## config.mk

```make
export PLATFORM = sky130hd
export DESIGN_NAME = uart_program_loader
export DESIGN_NICKNAME = d
export VERILOG_FILES = /design/src/rtl/loader_pkg.sv /design/src/rtl/uart_rx_byte.sv /design/src/rtl/uart_program_loader.sv
export SDC_FILE = /design/constraint.sdc
export NUM_CORES = 1
export LEC_CHECK = 0
export CAP_MARGIN = 20
export CELL_PAD_IN_SITES_DETAIL_PLACEMENT = 2
export CELL_PAD_IN_SITES_GLOBAL_PLACEMENT = 2
export CORE_MARGIN = 2
export CORE_UTILIZATION = 40
export CTS_CLUSTER_DIAMETER = 80
export CTS_CLUSTER_SIZE = 16
export DETAILED_ROUTE_END_ITERATION = 8
export GPL_TIMING_DRIVEN = 0
export HOLD_SLACK_MARGIN = 0.03
export PLACE_DENSITY_LB_ADDON = 0.1
export SLEW_MARGIN = 40
export SYNTH_ARGS = -nofsm -noshare
export SYNTH_HDL_FRONTEND = slang
export SYNTH_SLANG_ARGS = --single-unit
```

## constraint.sdc

```tcl
create_clock -name clk -period 11.66 [get_ports clk]
set_clock_uncertainty 0.2 [all_clocks]
set_input_delay 2.332 -clock clk [delete_from_list [all_inputs] [get_ports clk]]
set_output_delay 2.332 -clock clk [all_outputs]
set_load 0.02 [all_outputs]
```

## src/rtl/loader_pkg.sv

```systemverilog
// Shared types and constants for the UART program loader.
// LOADER_CHECKSUM_EN adds the CHECK state used for the trailing XOR checksum byte.
package loader_pkg;

  localparam int OVERSAMPLE     = 16;
  localparam int START_SAMPLE   = 8;
  localparam int BYTES_PER_WORD = 4;

`ifdef LOADER_CHECKSUM_EN
  typedef enum logic [2:0] {WAIT_COUNT, RECV_WORD, CHECK, DONE, ERROR} load_state_e;
`else
  typedef enum logic [2:0] {WAIT_COUNT, RECV_WORD, DONE, ERROR} load_state_e;
`endif

  typedef enum logic [1:0] {RX_IDLE, RX_START, RX_DATA, RX_STOP} rx_state_e;

endpackage

```

## src/rtl/uart_rx_byte.sv

```systemverilog
// 8N1 UART byte receiver: 2-flop synchronizer, 16x oversample tick divider and bit FSM.
// Emits a one-cycle byte_valid_o or frame_err_o the cycle after the stop-bit sample.
module uart_rx_byte
  import loader_pkg::*;
#(
  parameter int CLK_FREQ  = 50_000_000,
  parameter int BAUD_RATE = 115_200
) (
  input  logic       clk,
  input  logic       reset,
  input  logic       rx_i,
  output logic [7:0] byte_o,
  output logic       byte_valid_o,
  output logic       frame_err_o
);

  localparam int DIV_RAW = CLK_FREQ / (BAUD_RATE * OVERSAMPLE);
  localparam int DIV     = (DIV_RAW < 1) ? 1 : DIV_RAW;

  logic        meta_q, sync_q;
  logic [31:0] div_cnt_q, div_cnt_d;
  logic        tick;
  rx_state_e   state_q, state_d;
  logic [3:0]  tick_cnt_q, tick_cnt_d;
  logic [2:0]  bit_idx_q, bit_idx_d;
  logic [7:0]  shift_q, shift_d;
  logic [7:0]  byte_q, byte_d;
  logic        valid_q, valid_d;
  logic        ferr_q, ferr_d;

  assign tick = (div_cnt_q == 32'(DIV - 1));

  always_comb begin
    div_cnt_d  = tick ? 32'd0 : div_cnt_q + 32'd1;
    state_d    = state_q;
    tick_cnt_d = tick_cnt_q;
    bit_idx_d  = bit_idx_q;
    shift_d    = shift_q;
    byte_d     = byte_q;
    valid_d    = 1'b0;
    ferr_d     = 1'b0;
    case (state_q)
      RX_IDLE: begin
        if (!sync_q) begin
          state_d    = RX_START;
          tick_cnt_d = 4'd0;
        end
      end
      // A start bit that is no longer low at its mid-point is treated as a glitch.
      RX_START: begin
        if (tick) begin
          if (tick_cnt_q == 4'(START_SAMPLE - 1)) begin
            tick_cnt_d = 4'd0;
            bit_idx_d  = 3'd0;
            state_d    = sync_q ? RX_IDLE : RX_DATA;
          end else begin
            tick_cnt_d = tick_cnt_q + 4'd1;
          end
        end
      end
      RX_DATA: begin
        if (tick) begin
          if (tick_cnt_q == 4'(OVERSAMPLE - 1)) begin
            tick_cnt_d = 4'd0;
            shift_d    = {sync_q, shift_q[7:1]};
            if (bit_idx_q == 3'd7) state_d = RX_STOP;
            else                   bit_idx_d = bit_idx_q + 3'd1;
          end else begin
            tick_cnt_d = tick_cnt_q + 4'd1;
          end
        end
      end
      RX_STOP: begin
        if (tick) begin
          if (tick_cnt_q == 4'(OVERSAMPLE - 1)) begin
            tick_cnt_d = 4'd0;
            state_d    = RX_IDLE;
            if (sync_q) begin
              valid_d = 1'b1;
              byte_d  = shift_q;
            end else begin
              ferr_d = 1'b1;
            end
          end else begin
            tick_cnt_d = tick_cnt_q + 4'd1;
          end
        end
      end
      default: state_d = RX_IDLE;
    endcase
  end

  always_ff @(posedge clk or posedge reset) begin
    if (reset) begin
      meta_q     <= 1'b1;
      sync_q     <= 1'b1;
      div_cnt_q  <= '0;
      state_q    <= RX_IDLE;
      tick_cnt_q <= '0;
      bit_idx_q  <= '0;
      shift_q    <= '0;
      byte_q     <= '0;
      valid_q    <= 1'b0;
      ferr_q     <= 1'b0;
    end else begin
      meta_q     <= rx_i;
      sync_q     <= meta_q;
      div_cnt_q  <= div_cnt_d;
      state_q    <= state_d;
      tick_cnt_q <= tick_cnt_d;
      bit_idx_q  <= bit_idx_d;
      shift_q    <= shift_d;
      byte_q     <= byte_d;
      valid_q    <= valid_d;
      ferr_q     <= ferr_d;
    end
  end

  assign byte_o       = byte_q;
  assign byte_valid_o = valid_q;
  assign frame_err_o  = ferr_q;

endmodule

```

## src/rtl/uart_program_loader.sv

```systemverilog
// Boot loader: receives a word count plus big-endian words over UART and writes them to program memory.
// Define LOADER_CHECKSUM_EN to require a trailing XOR checksum byte before releasing the CPU.
module uart_program_loader
  import loader_pkg::*;
#(
  parameter int CLK_FREQ     = 50_000_000,
  parameter int BAUD_RATE    = 115_200,
  parameter int MEMORY_DEPTH = 32
) (
  input  logic        clk,
  input  logic        reset,
  input  logic        uart_rx_i,
  input  logic        start_load_i,
  output logic        prog_we_o,
  output logic [31:0] prog_addr_o,
  output logic [31:0] prog_data_o,
  output logic        cpu_reset_o,
  output logic        load_done_o,
  output logic        load_error_o
);

  logic [7:0] rx_byte;
  logic       byte_valid, frame_err;

  uart_rx_byte #(
    .CLK_FREQ (CLK_FREQ),
    .BAUD_RATE(BAUD_RATE)
  ) u_rx (
    .clk         (clk),
    .reset       (reset),
    .rx_i        (uart_rx_i),
    .byte_o      (rx_byte),
    .byte_valid_o(byte_valid),
    .frame_err_o (frame_err)
  );

  load_state_e state_q, state_d;
  logic [7:0]  count_q, count_d;
  logic [7:0]  word_idx_q, word_idx_d;
  logic [1:0]  byte_cnt_q, byte_cnt_d;
  logic [31:0] shift_q, shift_d;
  logic        prog_we_q, prog_we_d;
  logic [31:0] prog_addr_q, prog_addr_d;
  logic [31:0] prog_data_q, prog_data_d;
  logic        cpu_reset_q, cpu_reset_d;
  logic        done_q, done_d;
  logic        error_q, error_d;
`ifdef LOADER_CHECKSUM_EN
  logic [7:0]  csum_q, csum_d;
`endif

  always_comb begin
    state_d     = state_q;
    count_d     = count_q;
    word_idx_d  = word_idx_q;
    byte_cnt_d  = byte_cnt_q;
    shift_d     = shift_q;
    prog_we_d   = 1'b0;
    prog_addr_d = prog_addr_q;
    prog_data_d = prog_data_q;
    cpu_reset_d = cpu_reset_q;
    done_d      = done_q;
    error_d     = error_q;
`ifdef LOADER_CHECKSUM_EN
    csum_d      = csum_q;
`endif
    // A framing error aborts the load from anywhere except a finished image.
    if (frame_err && state_q != DONE) begin
      state_d     = ERROR;
      cpu_reset_d = 1'b1;
      error_d     = 1'b1;
      done_d      = 1'b0;
    end else begin
      case (state_q)
        WAIT_COUNT: begin
          if (byte_valid) begin
            if (rx_byte == 8'd0 || {24'd0, rx_byte} > 32'(MEMORY_DEPTH)) begin
              state_d     = ERROR;
              cpu_reset_d = 1'b1;
              error_d     = 1'b1;
            end else begin
              state_d    = RECV_WORD;
              count_d    = rx_byte;
              word_idx_d = 8'd0;
              byte_cnt_d = 2'd0;
`ifdef LOADER_CHECKSUM_EN
              csum_d     = rx_byte;
`endif
            end
          end
        end
        RECV_WORD: begin
          if (byte_valid) begin
            shift_d    = {shift_q[23:0], rx_byte};
            byte_cnt_d = byte_cnt_q + 2'd1;
`ifdef LOADER_CHECKSUM_EN
            csum_d     = csum_q ^ rx_byte;
`endif
            if (byte_cnt_q == 2'(BYTES_PER_WORD - 1)) begin
              prog_we_d   = 1'b1;
              prog_addr_d = {22'd0, word_idx_q, 2'b00};
              prog_data_d = {shift_q[23:0], rx_byte};
              word_idx_d  = word_idx_q + 8'd1;
              if (word_idx_q == count_q - 8'd1) begin
`ifdef LOADER_CHECKSUM_EN
                state_d = CHECK;
`else
                state_d = DONE;
`endif
              end
            end
          end
        end
`ifdef LOADER_CHECKSUM_EN
        CHECK: begin
          if (byte_valid) begin
            if (rx_byte == csum_q) begin
              state_d = DONE;
            end else begin
              state_d     = ERROR;
              cpu_reset_d = 1'b1;
              error_d     = 1'b1;
            end
          end
        end
`endif
        // Flags follow DONE one cycle late so the CPU is released after the final write.
        DONE: begin
          if (start_load_i) begin
            state_d     = WAIT_COUNT;
            cpu_reset_d = 1'b1;
            done_d      = 1'b0;
            error_d     = 1'b0;
          end else begin
            cpu_reset_d = 1'b0;
            done_d      = 1'b1;
          end
        end
        ERROR: begin
          if (start_load_i) begin
            state_d     = WAIT_COUNT;
            cpu_reset_d = 1'b1;
            done_d      = 1'b0;
            error_d     = 1'b0;
          end else begin
            cpu_reset_d = 1'b1;
            error_d     = 1'b1;
          end
        end
        default: state_d = ERROR;
      endcase
    end
  end

  always_ff @(posedge clk or posedge reset) begin
    if (reset) begin
      state_q     <= WAIT_COUNT;
      count_q     <= '0;
      word_idx_q  <= '0;
      byte_cnt_q  <= '0;
      shift_q     <= '0;
      prog_we_q   <= 1'b0;
      prog_addr_q <= '0;
      prog_data_q <= '0;
      cpu_reset_q <= 1'b1;
      done_q      <= 1'b0;
      error_q     <= 1'b0;
`ifdef LOADER_CHECKSUM_EN
      csum_q      <= '0;
`endif
    end else begin
      state_q     <= state_d;
      count_q     <= count_d;
      word_idx_q  <= word_idx_d;
      byte_cnt_q  <= byte_cnt_d;
      shift_q     <= shift_d;
      prog_we_q   <= prog_we_d;
      prog_addr_q <= prog_addr_d;
      prog_data_q <= prog_data_d;
      cpu_reset_q <= cpu_reset_d;
      done_q      <= done_d;
      error_q     <= error_d;
`ifdef LOADER_CHECKSUM_EN
      csum_q      <= csum_d;
`endif
    end
  end

  assign prog_we_o    = prog_we_q;
  assign prog_addr_o  = prog_addr_q;
  assign prog_data_o  = prog_data_q;
  assign cpu_reset_o  = cpu_reset_q;
  assign load_done_o  = done_q;
  assign load_error_o = error_q;

endmodule

```

[After elaboration in Yosys (flattened, before gate mapping)]
Index checks and enable logic that the tools add are counted.
Storage, ports and cells
  output and inout port bits: 68
  bits in registers: 150
  input bits: 4
Cells by class
  add/subtract/negate cells: 6
  reduce and logical (&&, ||, !) cells: 25
  bitwise logic cells: 2
  mux-type cells: 63
  equal/unequal tests: 35
  order comparisons: 1
Operators with widths (count)
  two-way mux 3 bit: 11
  adder 32 x 1 -> 32 bit (second input constant): 1
  equality test 32 x 5 -> 1 bit (second input constant): 1
  two-way mux 32 bit: 1
  two-way mux 8 bit: 4
  two-way mux 2 bit: 13
  two-way mux 1 bit: 20
  two-way mux 4 bit: 5
  != test 2 x 1 -> 1 bit (second input constant): 10
  one-hot mux 8 bit (2 select lines): 1
  AND reduction 4 bit: 4
  != test 3 bit (second input constant): 5
  one-hot mux 4 bit (3 select lines): 1
  AND reduction 3 bit: 4
  AND reduction 6 bit: 2
  AND reduction 5 bit: 2
  != test 3 x 2 -> 1 bit (second input constant): 3
  one-hot mux 3 bit (3 select lines): 1
  adder 8 x 1 -> 8 bit (second input constant): 1
  equality test 8 bit: 1
  greater-than comparator 8 x 6 -> 1 bit (second input constant): 1
  zero test 8 bit: 1
  != test 2 bit (second input constant): 4
  one-hot mux 2 bit (4 select lines): 1
  other kinds (27): 34

[Logic depth before layout (Yosys ltp)]
Gate-level depths: netlist of run 1.
  depth in word-level cells: 7
  depth in mapped cells: 8
  gate-level depth less buffers: 7

[Modules after synthesis]
A second synthesis of run 1 with hierarchy kept.
Second synthesis, totals
  cell total of the unflattened synthesis: 559
  area, all modules: 6959.2 sq um
By module, submodules not included
  uart_program_loader: sequential area each 2203.4 sq um, instances 1, area each 3997.6 sq um, cells each 321
  uart_rx_byte: sequential area each 1529.0 sq um, instances 1, area each 2961.6 sq um, cells each 238

[Worst setup path before layout of run 1]
Ideal clock, no wire load.
  kind: input to register
  start: input start_load_i
  end: register state_q[0]
  slack: 7.937 ns
  data arrival time: 3.398 ns
  stages: 5
  data required time: 11.334 ns
  setup time: 0.126 ns
  cells stage by stage: nor2b_1 a2111oi_0 nand4_1 a211o_1 o311a_1
On the way
  word-level cells in the longest chain between the ends: 2
Ends and longest elaborated chain
  from (decl): RTL line uart_program_loader.sv:13  | input logic start_load_i,
  != test 3 x 1 -> 1 bit (no line)
  AND reduction 5 bit (no line)
  to (signal assigned): RTL line uart_program_loader.sv:172  | state_q <= state_d;
  to (decl): RTL line uart_program_loader.sv:37  | load_state_e state_q, state_d;
No other way between the ends.
A chain may end at the register's enable or synchronous reset.

[Worst setup path after layout of run 1]
Ends and elaborated chain as after synthesis.

==> results of run 1 <==
worst paths after layout:
kind                                                endpoint  slack [ns]  cells past startpoint              startpoint
worst max-delay path                  state_q[0]$_DFFE_PP0P_        7.05                      6            start_load_i
worst min-delay path                   u_rx.sync_q$_DFF_PP1_        0.16                      0   u_rx.meta_q$_DFF_PP1_
worst max register to register        state_q[0]$_DFFE_PP0P_        8.66                      7  count_q[0]$_DFFE_PP0P_
worst min register to register         u_rx.sync_q$_DFF_PP1_        0.16                      0   u_rx.meta_q$_DFF_PP1_
max in group asynchronous       u_rx.div_cnt_q[28]$_DFF_PP0_        8.34                      3                   reset
min in group asynchronous            load_done_o$_DFFE_PP0P_        2.16                      2                   reset
power groups by stage:
| stage | clock [mW] | sequential [mW] | combinational, mW |
|---|---|---|---|
| 4_1_cts | 0.556 | 0.526 | 0.0475 |
| 6_report | 0.542 | 0.525 | 0.0467 |
| 5_1_grt | 0.578 | 0.526 | 0.0516 |
| 2_1_floorplan | 0 | 0.539 | 0.0269 |
| 3_5_place_dp | 0 | 0.535 | 0.0471 |
| 3_3_place_gp | 0 | 0.535 | 0.0445 |
metrics by stage:
stage / setup slack [ns] / std cells / util / hold WS (ns)
floorplan: 5.12 / 639 / - / 0.145
global placement: 3.08 / 906 / 0.457 / 0.147
detailed placement: 6.81 / 907 / 0.459 / 0.150
CTS: 7.03 / 938 / 0.494 / 0.159
global route: 7.02 / 938 / 0.494 / 0.159
finish: 7.05 / 938 / 0.494 / 0.158
worst reg2reg max path, delay by kind of cell, from the launching register on:
kind	cells	cell delay, ns
and+or+nand+nor	2	0.76
buffers and inverters	1	0.09
adders and majority gates	1	0.21
DFF	1	0.46
AOI/OAI and AO/OA	3	1.16
layout make-up:
type | count | area, um^2
Buffer | 45 | 284
Clock buffer | 20 | 447
Clock inverter | 11 | 126
Fill cell | 1704 | 8330
Inverter | 10 | 45.0
Multi-Input combinational cell | 435 | 2730
Sequential cell | 149 | 3730
Tap cell | 220 | 275
Timing Repair Buffer | 48 | 498
metal layers:
layer / GRT usage / vias to the layer above / wire [um] / share of wire
met1: 0.247 / 2480 / 7050 / 0.39
met3: 0.0449 / 23 / 487 / 0.027
met4: 0.0668 / 0 / 292 / 0.016
li1: - / 2248 / - / -
met2: 0.409 / 62 / 10000 / 0.56
met5: 0 / - / 0 / 0
cells in the final DEF (no fill, tap or decap), types with 3 or more instances in the layout:
master and n:
sky130_fd_sc_hd__nor2_1 19, sky130_fd_sc_hd__nand2b_1 8, sky130_fd_sc_hd__and4_1 3, sky130_fd_sc_hd__conb_1 24, sky130_fd_sc_hd__a21oi_1 9, sky130_fd_sc_hd__dfrtp_1 146, sky130_fd_sc_hd__nand2_1 147, sky130_fd_sc_hd__mux2_2 47
sky130_fd_sc_hd__o22a_1 3, sky130_fd_sc_hd__clkinv_2 3, sky130_fd_sc_hd__xnor2_1 32, sky130_fd_sc_hd__nand4_1 12, sky130_fd_sc_hd__xor2_1 7, sky130_fd_sc_hd__and2_1 5, sky130_fd_sc_hd__a32o_1 3, sky130_fd_sc_hd__clkinv_4 3
sky130_fd_sc_hd__clkbuf_16 17, sky130_fd_sc_hd__a2111oi_0 3, sky130_fd_sc_hd__a211o_1 3, sky130_fd_sc_hd__dfstp_2 3, sky130_fd_sc_hd__clkdlybuf4s50_1 47, sky130_fd_sc_hd__ha_1 8, sky130_fd_sc_hd__nor3_1 9, sky130_fd_sc_hd__buf_1 3
sky130_fd_sc_hd__o21ai_0 10, sky130_fd_sc_hd__buf_6 3, sky130_fd_sc_hd__nor2b_1 3, sky130_fd_sc_hd__inv_1 8, sky130_fd_sc_hd__clkbuf_1 15, sky130_fd_sc_hd__buf_4 24, sky130_fd_sc_hd__a31oi_1 5, sky130_fd_sc_hd__nand3_1 22
sky130_fd_sc_hd__and3_1 10, sky130_fd_sc_hd__nor4_1 10
registers in the layout, summed over array words and instances (netlist names), 2 cells and up, named ones only:
| register | cells |
|---|---|
| prog_data_o | 32 |
| word_idx_q | 8 |
| u_rx.byte_o | 8 |
| u_rx.div_cnt_q | 32 |
| byte_cnt_q | 2 |
| u_rx.tick_cnt_q | 4 |
| u_rx.shift_q | 8 |
| shift_q | 24 |
| prog_addr_o | 8 |
| count_q | 8 |
| u_rx.bit_idx_q | 3 |
| state_q | 2 |
synth_stat cells (5+ instances only):
master	count	area [um^2]
sky130_fd_sc_hd__nand4_1	12	75.1
sky130_fd_sc_hd__buf_4	24	180
sky130_fd_sc_hd__xnor2_1	32	280
sky130_fd_sc_hd__inv_1	9	33.8
sky130_fd_sc_hd__xor2_1	7	61.3
sky130_fd_sc_hd__nor2_1	19	71.3
sky130_fd_sc_hd__a31oi_1	5	31.3
sky130_fd_sc_hd__nor4_1	11	68.8
sky130_fd_sc_hd__nand2b_1	8	50.1
sky130_fd_sc_hd__ha_1	8	100
sky130_fd_sc_hd__and3_1	10	62.6
sky130_fd_sc_hd__and2_1	5	31.3
sky130_fd_sc_hd__dfrtp_1	146	3650
sky130_fd_sc_hd__o21ai_0	10	50.1
sky130_fd_sc_hd__a21oi_1	9	45.0
sky130_fd_sc_hd__nand3_1	22	110
sky130_fd_sc_hd__nand2_1	147	552
sky130_fd_sc_hd__mux2_2	47	529
sky130_fd_sc_hd__clkbuf_1	13	48.8
sky130_fd_sc_hd__nor3_1	9	45.0
kinds of logic after synthesis:
kind of cell / share of synthesized area
simple gates: 0.190
flops: 0.558
buf+inv: 0.0481
compound gates: 0.0561
mux: 0.0806
xor+xnor: 0.0511
fa+ha+maj: 0.0150
other cells: 0.000561
==> impl_metrics.tcl, run 1 <==
set metrics [dict create \
    die_area_um2 17800 \
    setup.worst_path.end_class "flop" \
    drt_pass1_iterations 4 \
    global_route.usage.total 0.218 \
    cts_resized 0 \
    p_clk_frac 0.486 \
    power.ir.vdd_worst_uv 104 \
    grt_first_pass_wirelength_mm 29.9 \
    yosysSeqAreaShare 0.558 \
    rsz0062_at_grt "false" \
    power_mw 1.11 \
    layout-area-overhead-vs-synth_pct 21.6 \
    die_h_um 133 \
    total_of_flip_flops_plus_latches_after_synthesis 149 \
    critical_path.n_buffers_inverters 1 \
    drcViolationCount 0 \
    critical_path.top_delay_family "compound AO/OA/AOI/OAI gates" \
    synth_enable_flop_cells 0 \
    avgRoutedWirePerCell_um 19.1 \
    post_synth_instance_area_um2 6690 \
    fin_nets 718 \
    worst_hold_path_type "flop to flop" \
    grt_pass1_vias 5439 \
    drive_gt1_frac 0.166 \
    ctsRootBufferMaster "sky130_fd_sc_hd__clkbuf_16" \
    clock-sinks 149 \
    finalHoldViolCount 0 \
    timing_max_transition_violations_final 0 \
    placementRows 47 \
    synthesis.yosys.warnings 0 \
    critical_path.cell_chain "clkdlybuf4s50_1 -> nor2b_1 -> a2111oi_0 -> nand4_1 -> a211o_1 -> o311a_1" \
    vias 4813 \
    power_density_nw_per_um2 137 \
    cts_tree "built" \
    final_min_period_over_clock_period 0.396 \
    worst_slew_pin_slew_ns 0.756 \
    grt_antenna_before_repair 0 \
    crit_path_max_fanout 6 \
    achievable-frequency_ghz 0.217 \
    crit_path_top_delay_cell "sky130_fd_sc_hd__a2111oi_0" \
    power.share.switching 0.228 \
    synth_async_sr_flop_share 1.00 \
    insertion_delay_ns 0.44 \
    fin_crit_ns 4.61 \
    crit_required_ns 11.78 \
    core_area_um2 16500 \
    synth.lib_cells_used.distinct 56 \
    worstSetupPathType "input pin to flop" \
    final_non_filler_cell_area_um2 8130 \
    cts_setup_buffers 0 \
    routed_wirelength_mm 17.9 \
    avgViaCountPerCell 5.13 \
    max-cap-violations 0 \
    finalSetupTns_ns 0 \
    hpwl_mm 11.9 \
    startpoint_type "input pin" \
    antenna-diode-count 0 \
    timing.final.setup_violations 0 \
    route.antenna.remaining_nets 0 \
    net_sw_power_uw 254 \
    ioPinCount 72 \
    floorplan.die.width_um 133 \
    syn_avg_cell_area_um2 10.9 \
    total_leakage_power_nw 3.92 \
    critical_path.max_stage_delay_ns 0.72 \
    crit_arrival_ns 4.73 \
    synthesis.instances 616 \
    power.internal_uw 861 \
    io_buffers 47 \
    grt-ovfl-total 0 \
    sequential_share_of_power 0.472 \
    gpl.final_weighted_congestion 0.756 \
    numCtsBuffers 17 \
    cts_buffer_depth 2 \
    cts_hold_buffers 0 \
    run_status "complete, no violations" \
    share_comb_of_total_power 0.042 \
    cts-htree-levels 4 \
    initial_standard_cell_utilization_of_the_core 0.406 \
    grt_max_degree 78 \
    synthFlopType "sky130_fd_sc_hd__dfrtp_1" \
    max_slew_margin 0.483 \
    cts.clk_slew.worst_paths_ns 0.06 \
    placedInstanceArea_um2 7560 \
    drt-initial-drc-count 193 \
]
No activity file was read; power rests on OpenSTA's default activity.
==> inputs of run 2 (changes only) <==
--- a/config.mk
+++ b/config.mk
@@ -9,7 +9,7 @@
 export CELL_PAD_IN_SITES_DETAIL_PLACEMENT = 2
 export CELL_PAD_IN_SITES_GLOBAL_PLACEMENT = 2
 export CORE_MARGIN = 2
-export CORE_UTILIZATION = 40
+export CORE_UTILIZATION = 37
 export CTS_CLUSTER_DIAMETER = 80
 export CTS_CLUSTER_SIZE = 16
 export DETAILED_ROUTE_END_ITERATION = 8
==> constraint.sdc (replaced) <==
create_clock -name clk -period 4.7 [get_ports clk]
set_clock_uncertainty 0.2 [all_clocks]
set_input_delay 0.94 -clock clk [delete_from_list [all_inputs] [get_ports clk]]
set_output_delay 0.94 -clock clk [all_outputs]
set_load 0.02 [all_outputs]
==> run 2 against run 1 <==
  * Count of clock-buffer cells in the layout is 1 higher
  * Combinational power grew to 2.7 times the previous value
  * Global-route usage is 3.0 points lower
  * Register-to-register slack worse by 6.8 ns
  * Sequential power is 150% higher
  * Setup slack worse by 5.2 ns
  * Critical path depth stayed put
  * Via count is 0.12% higher
  * Sequential cell count stayed put
  * Die area is 7.9% higher
  * Largest cell class unchanged
==> impl_metrics.tcl, run 2 (synthesis gave the netlist of run 1 again) <==
set metrics [dict create \
    worstReg2RegStart "u_rx.div_cnt_q[0]$_DFF_PP0_" \
    drt_pass1_iterations 4 \
    ctsRootBufferMaster "sky130_fd_sc_hd__clkbuf_16" \
    net_sw_power_uw 619 \
    gpl.final_weighted_congestion 0.749 \
    achievable-frequency_ghz 0.348 \
    final_non_filler_cell_area_um2 8280 \
    drive_gt1_frac 0.171 \
    critical_path.max_stage_delay_ns 0.58 \
    power.share.switching 0.219 \
    startpoint_type "input pin" \
    timing.final.setup_violations 0 \
    drcViolationCount 0 \
    worst_hold_path_type "flop to flop" \
    timing_max_transition_violations_final 0 \
    worstSetupPathType "input pin to flop" \
    power_density_nw_per_um2 341 \
    mostFrequentLayoutCells "sky130_fd_sc_hd__nand2_1, sky130_fd_sc_hd__dfrtp_1, sky130_fd_sc_hd__mux2_2, sky130_fd_sc_hd__clkdlybuf4s50_1, sky130_fd_sc_hd__xnor2_1" \
    total_leakage_power_nw 3.97 \
    fin_crit_ns 2.87 \
    worstSetupStartpoint "start_load_i" \
    worstHoldStart "u_rx.meta_q$_DFF_PP1_" \
    finalSetupTns_ns 0 \
    crit_path_max_fanout 6 \
    die_h_um 138 \
    final_min_period_over_clock_period 0.612 \
    power.internal_mw 2.20 \
    max-cap-violations 0 \
    timing.hold.worst_path_depth 0 \
    grt-ovfl-total 0 \
    grt_first_pass_wirelength_mm 28.8 \
    crit_required_ns 4.81 \
    p_clk_frac 0.493 \
    mostFrequentLayoutCell "sky130_fd_sc_hd__nand2_1" \
    floorplan.die.width_um 138 \
    cts.clk_slew.worst_paths_ns 0.06 \
    final_cell_count_no_fill 953 \
    placedInstanceArea_um2 7680 \
    avgViaCountPerCell 5.06 \
    sequential_share_of_power 0.462 \
    numPlacedInstances 921 \
    rsz0062_at_grt "false" \
    routed_wirelength_mm 16.8 \
    drt-initial-drc-count 186 \
    die_area_um2 19200 \
    initial_standard_cell_utilization_of_the_core 0.375 \
    run_status "complete, no violations" \
    grt_antenna_before_repair 0 \
    setup.worst_path.end_class "flop" \
    antenna-diode-count 0 \
    insertion_delay_ns 0.43 \
    cts_hold_buffers 0 \
    numCtsBuffers 17 \
    finalHoldViolCount 0 \
    grt_pass1_vias 5458 \
    avgRoutedWirePerCell_um 17.7 \
    fin_nets 723 \
    critical_path.cell_chain "clkdlybuf4s50_1 -> nor2b_1 -> a2111oi_0 -> nand4_1 -> a211o_1 -> o311a_1" \
    cts_resized 0 \
    crit_arrival_ns 2.98 \
    clock-sinks 149 \
    share_comb_of_total_power 0.045 \
    layout-area-overhead-vs-synth_pct 23.8 \
    cts_setup_buffers 0 \
    ioPinCount 72 \
    crit_cells 6 \
    hpwl_mm 12.1 \
    grt_max_degree 27 \
    fin_hold_ws_ns 0.156 \
    reg2regPathDepth 8 \
    layout.filler_cells 1867 \
    crit_path_top_delay_cell "sky130_fd_sc_hd__clkdlybuf4s50_1" \
    cts_buffer_depth 2 \
    core_area_um2 17800 \
    critical_path.n_buffers_inverters 1 \
    placementRows 49 \
    critical_path.top_delay_family "compound AO/OA/AOI/OAI gates" \
    power_mw 2.82 \
    worst_slew_pin_slew_ns 0.705 \
    route.antenna.remaining_nets 0 \
    power.ir.vdd_worst_uv 249 \
    cts-htree-levels 4 \
    cts_tree "built" \
    global_route.usage.total 0.188 \
    vias 4819 \
    max_slew_margin 0.526 \
    io_buffers 47 \
]
## run 2: cell type report
type,instances,area [um^2],share of cell area
Sequential cell,149,3730,0.451
Multi-Input combinational cell,435,2730,0.329
Timing Repair Buffer,53,606,0.0732
Clock buffer,21,450,0.0544
Tap cell,229,287,0.0346
Buffer,45,284,0.0343
Clock inverter,11,150,0.0181
Inverter,10,41.3,0.00499
## run 2: through the flow
| stage | worst slack, ns | util |
|---|---|---|
| 3_3_place_gp | 0.361 | 0.422 |
| 4_1_cts | 1.80 | 0.464 |
| 2_1_floorplan | 1.69 | - |
| 6_report | 1.83 | 0.464 |
| 5_1_grt | 1.70 | 0.464 |
| 3_5_place_dp | 1.38 | 0.430 |
## run 2: final timing paths
kind | slack (ns) | to
worst max-delay path | 1.83 | state_q[0]$_DFFE_PP0P_
worst min-delay path | 0.16 | u_rx.sync_q$_DFF_PP1_
worst max register to register | 1.87 | u_rx.shift_q[7]$_DFFE_PP0P_
worst min register to register | 0.16 | u_rx.sync_q$_DFF_PP1_
max in group asynchronous | 2.73 | prog_data_o[8]$_DFFE_PP0P_
min in group asynchronous | 0.70 | byte_cnt_q[0]$_DFFE_PP0P_
## run 2: routing by layer
metal,share of wire,track usage,vias to the layer above,routed length [um]
li1,-,-,2261,-
met1,0.42,0.218,2481,7060
met2,0.54,0.349,60,9140
met3,0.024,0.0339,17,407
met4,0.014,0.0628,0,240
met5,0,0,-,0
## run 2: power groups by stage
stage	logic, mW	clock network [mW]	registers (mW)
2_1_floorplan	0.0671	0	1.34
3_3_place_gp	0.111	0	1.33
3_5_place_dp	0.128	0	1.33
4_1_cts	0.128	1.42	1.30
5_1_grt	0.138	1.47	1.30
6_report	0.126	1.39	1.30
==> inputs of run 3 (changes only) <==
--- a/config.mk
+++ b/config.mk
@@ -9,7 +9,7 @@
 export CELL_PAD_IN_SITES_DETAIL_PLACEMENT = 2
 export CELL_PAD_IN_SITES_GLOBAL_PLACEMENT = 2
 export CORE_MARGIN = 2
-export CORE_UTILIZATION = 37
+export CORE_UTILIZATION = 33
 export CTS_CLUSTER_DIAMETER = 80
 export CTS_CLUSTER_SIZE = 16
 export DETAILED_ROUTE_END_ITERATION = 8
==> constraint.sdc (replaced) <==
create_clock -name clk -period 2.45 [get_ports clk]
set_clock_uncertainty 0.2 [all_clocks]
set_input_delay 0.49 -clock clk [delete_from_list [all_inputs] [get_ports clk]]
set_output_delay 0.49 -clock clk [all_outputs]
set_load 0.02 [all_outputs]
==> run 3 against run 2 <==
  * Power rose by 90%
  * Global-route usage fell by 2.0 points
  * Sequential cell count unchanged
  * Sequential power is 92% higher
  * Combinational power up 98%
  * Routed wire length fell by 0.13%
  * Critical path type is now flop to flop
==> impl_metrics.tcl, run 3 (synthesis gave the netlist of run 1 again) <==
set metrics [dict create \
    run_status "complete, no violations" \
    routed_wirelength_mm 16.8 \
    grt_pass1_vias 5452 \
    placedInstanceArea_um2 7760 \
    fin_nets 732 \
    die_h_um 146 \
    insertion_delay_ns 0.43 \
    io_buffers 47 \
    crit_path_max_fanout 10 \
    cts_buffer_depth 2 \
    multi_input_comb_area_um2 2820 \
    fin_hold_ws_ns 0.132 \
    timing.final.setup_violations 0 \
    hpwl_mm 12.1 \
    avgViaCountPerCell 4.85 \
    power.ir.vdd_worst_uv 501 \
    layout-area-overhead-vs-synth_pct 27.5 \
    numPlacedInstances 963 \
    final.setup.worst_slack_ns 0.0621 \
    grt-ovfl-total 0 \
    grt_first_pass_wirelength_mm 28.9 \
    max-cap-violations 0 \
    vias 4866 \
    cts_hold_buffers 0 \
    avgRoutedWirePerCell_um 16.8 \
    share_comb_of_total_power 0.047 \
    drive_gt1_frac 0.214 \
    sequential_share_of_power 0.467 \
    initial_standard_cell_utilization_of_the_core 0.334 \
    clock-sinks 149 \
    mostFrequentLayoutCells "sky130_fd_sc_hd__nand2_1, sky130_fd_sc_hd__dfrtp_1, sky130_fd_sc_hd__mux2_2, sky130_fd_sc_hd__clkdlybuf4s50_1, sky130_fd_sc_hd__buf_4" \
    power_density_nw_per_um2 628 \
    grt_antenna_before_repair 0 \
    cts-htree-levels 4 \
    final_min_period_over_clock_period 0.975 \
    worst_slew_pin_slew_ns 0.589 \
    fin_crit_ns 2.39 \
    mostFrequentLayoutCell "sky130_fd_sc_hd__nand2_1" \
    drt-initial-drc-count 175 \
    worst_hold_path_type "input pin to asynchronous set/reset pin" \
    gpl.final_weighted_congestion 0.763 \
    finalHoldViolCount 0 \
    rsz0062_at_grt "true" \
    max_slew_margin 0.604 \
    ctsRootBufferMaster "sky130_fd_sc_hd__clkbuf_16" \
    crit_required_ns 2.56 \
    net_sw_power_mw 1.29 \
    final_non_filler_cell_area_um2 8530 \
    p_clk_frac 0.487 \
    route.antenna.remaining_nets 0 \
    sequential_cell_area_um2 3740 \
    cts_tree "built" \
    layout.filler_cells 2113 \
    placementRows 52 \
    die_area_um2 21400 \
    grt_max_degree 26 \
    power_mw 5.36 \
    numCtsBuffers 17 \
    final_cell_count_no_fill 1003 \
    drcViolationCount 0 \
    cts.clk_slew.worst_paths_ns 0.07 \
    setup.worst_path.end_class "flop" \
    pre_cts_slack_ns -0.362 \
    core_area_um2 20000 \
    achievable-frequency_ghz 0.419 \
    drt_pass1_iterations 4 \
    power.share.switching 0.241 \
    crit_arrival_ns 2.50 \
    antenna-diode-count 0 \
    global_route.usage.total 0.168 \
    timing_max_transition_violations_final 0 \
    startpoint_type "flop" \
    ioPinCount 72 \
    total_leakage_power_nw 4.05 \
    power.internal_mw 4.07 \
    worstSetupPathType "flop to flop" \
    floorplan.die.width_um 146 \
]
==> run 3: cell count changes in the layout (fill, tap and decap cells not counted), moves of 4 or more <==
cell / change
sky130_fd_sc_hd__buf_4: +11
sky130_fd_sc_hd__clkbuf_1: -8
sky130_fd_sc_hd__inv_8: +4
sky130_fd_sc_hd__nor4_1: -4
==> run 3: power by group through the flow <==
| stage | sequential [mW] | clock [mW] | combinational (mW) |
|---|---|---|---|
| after floorplan | 2.57 | 0 | 0.129 |
| after global placement | 2.55 | 0 | 0.214 |
| after detailed placement | 2.55 | 0 | 0.255 |
| after CTS | 2.50 | 2.70 | 0.256 |
| after global routing | 2.50 | 2.81 | 0.274 |
| final | 2.50 | 2.61 | 0.250 |
==> run 3: per-layer routing <==
layer	up-vias	GRT usage	routed length, um	share of wire
met4	0	0.0442	225	0.013
met5	-	0	0	0
met2	56	0.304	9040	0.54
li1	2290	-	-	-
met1	2501	0.203	7150	0.42
met3	19	0.0372	410	0.024
==> run 3: worst max-delay path: stages, from the launching register on <==
cell	delay (ns)
sky130_fd_sc_hd__dfrtp_1	0.47
sky130_fd_sc_hd__or4_1	0.59
sky130_fd_sc_hd__nor3_2	0.25
sky130_fd_sc_hd__nand4bb_4	0.24
sky130_fd_sc_hd__buf_6	0.17
sky130_fd_sc_hd__mux2_2	0.34
==> run 3: through the flow <==
| step | setup TNS, ns | utilization |
|---|---|---|
| 6_report | 0 | 0.425 |
| 3_3_place_gp | -228.32 | 0.379 |
| 2_1_floorplan | -16.43 | - |
| 5_1_grt | -0.311 | 0.425 |
| 4_1_cts | 0 | 0.422 |
| 3_5_place_dp | -10.22 | 0.387 |
==> run 3: final cells by class <==
class,instances,share of cell area
Clock inverter,14,0.0179
Clock buffer,18,0.0515
Multi-Input combinational cell,435,0.330
Buffer,42,0.0327
Timing Repair Buffer,65,0.0848
Sequential cell,149,0.438
Tap cell,270,0.0396
Inverter,10,0.00484
==> run 3: repair_timing <==
action,CTS,global route
gates resized for setup,10,17
setup endpoints to repair,67,42
buffers inserted,10,1
pin swaps,5,2
==> run 3: worst paths after layout <==
kind	start	cells after the start	end	slack, ns
setup / recovery	u_rx.byte_o[2]$_DFFE_PP0P_	5	count_q[0]$_DFFE_PP0P_	0.06
hold / removal	reset	2	load_done_o$_DFFE_PP0P_	0.13
setup reg to reg	u_rx.byte_o[2]$_DFFE_PP0P_	5	count_q[0]$_DFFE_PP0P_	0.06
hold reg to reg	u_rx.meta_q$_DFF_PP1_	0	u_rx.sync_q$_DFF_PP1_	0.16
max in group asynchronous	reset	5	shift_q[8]$_DFFE_PP0P_	1.18
min in group clk	u_rx.meta_q$_DFF_PP1_	0	u_rx.sync_q$_DFF_PP1_	0.16
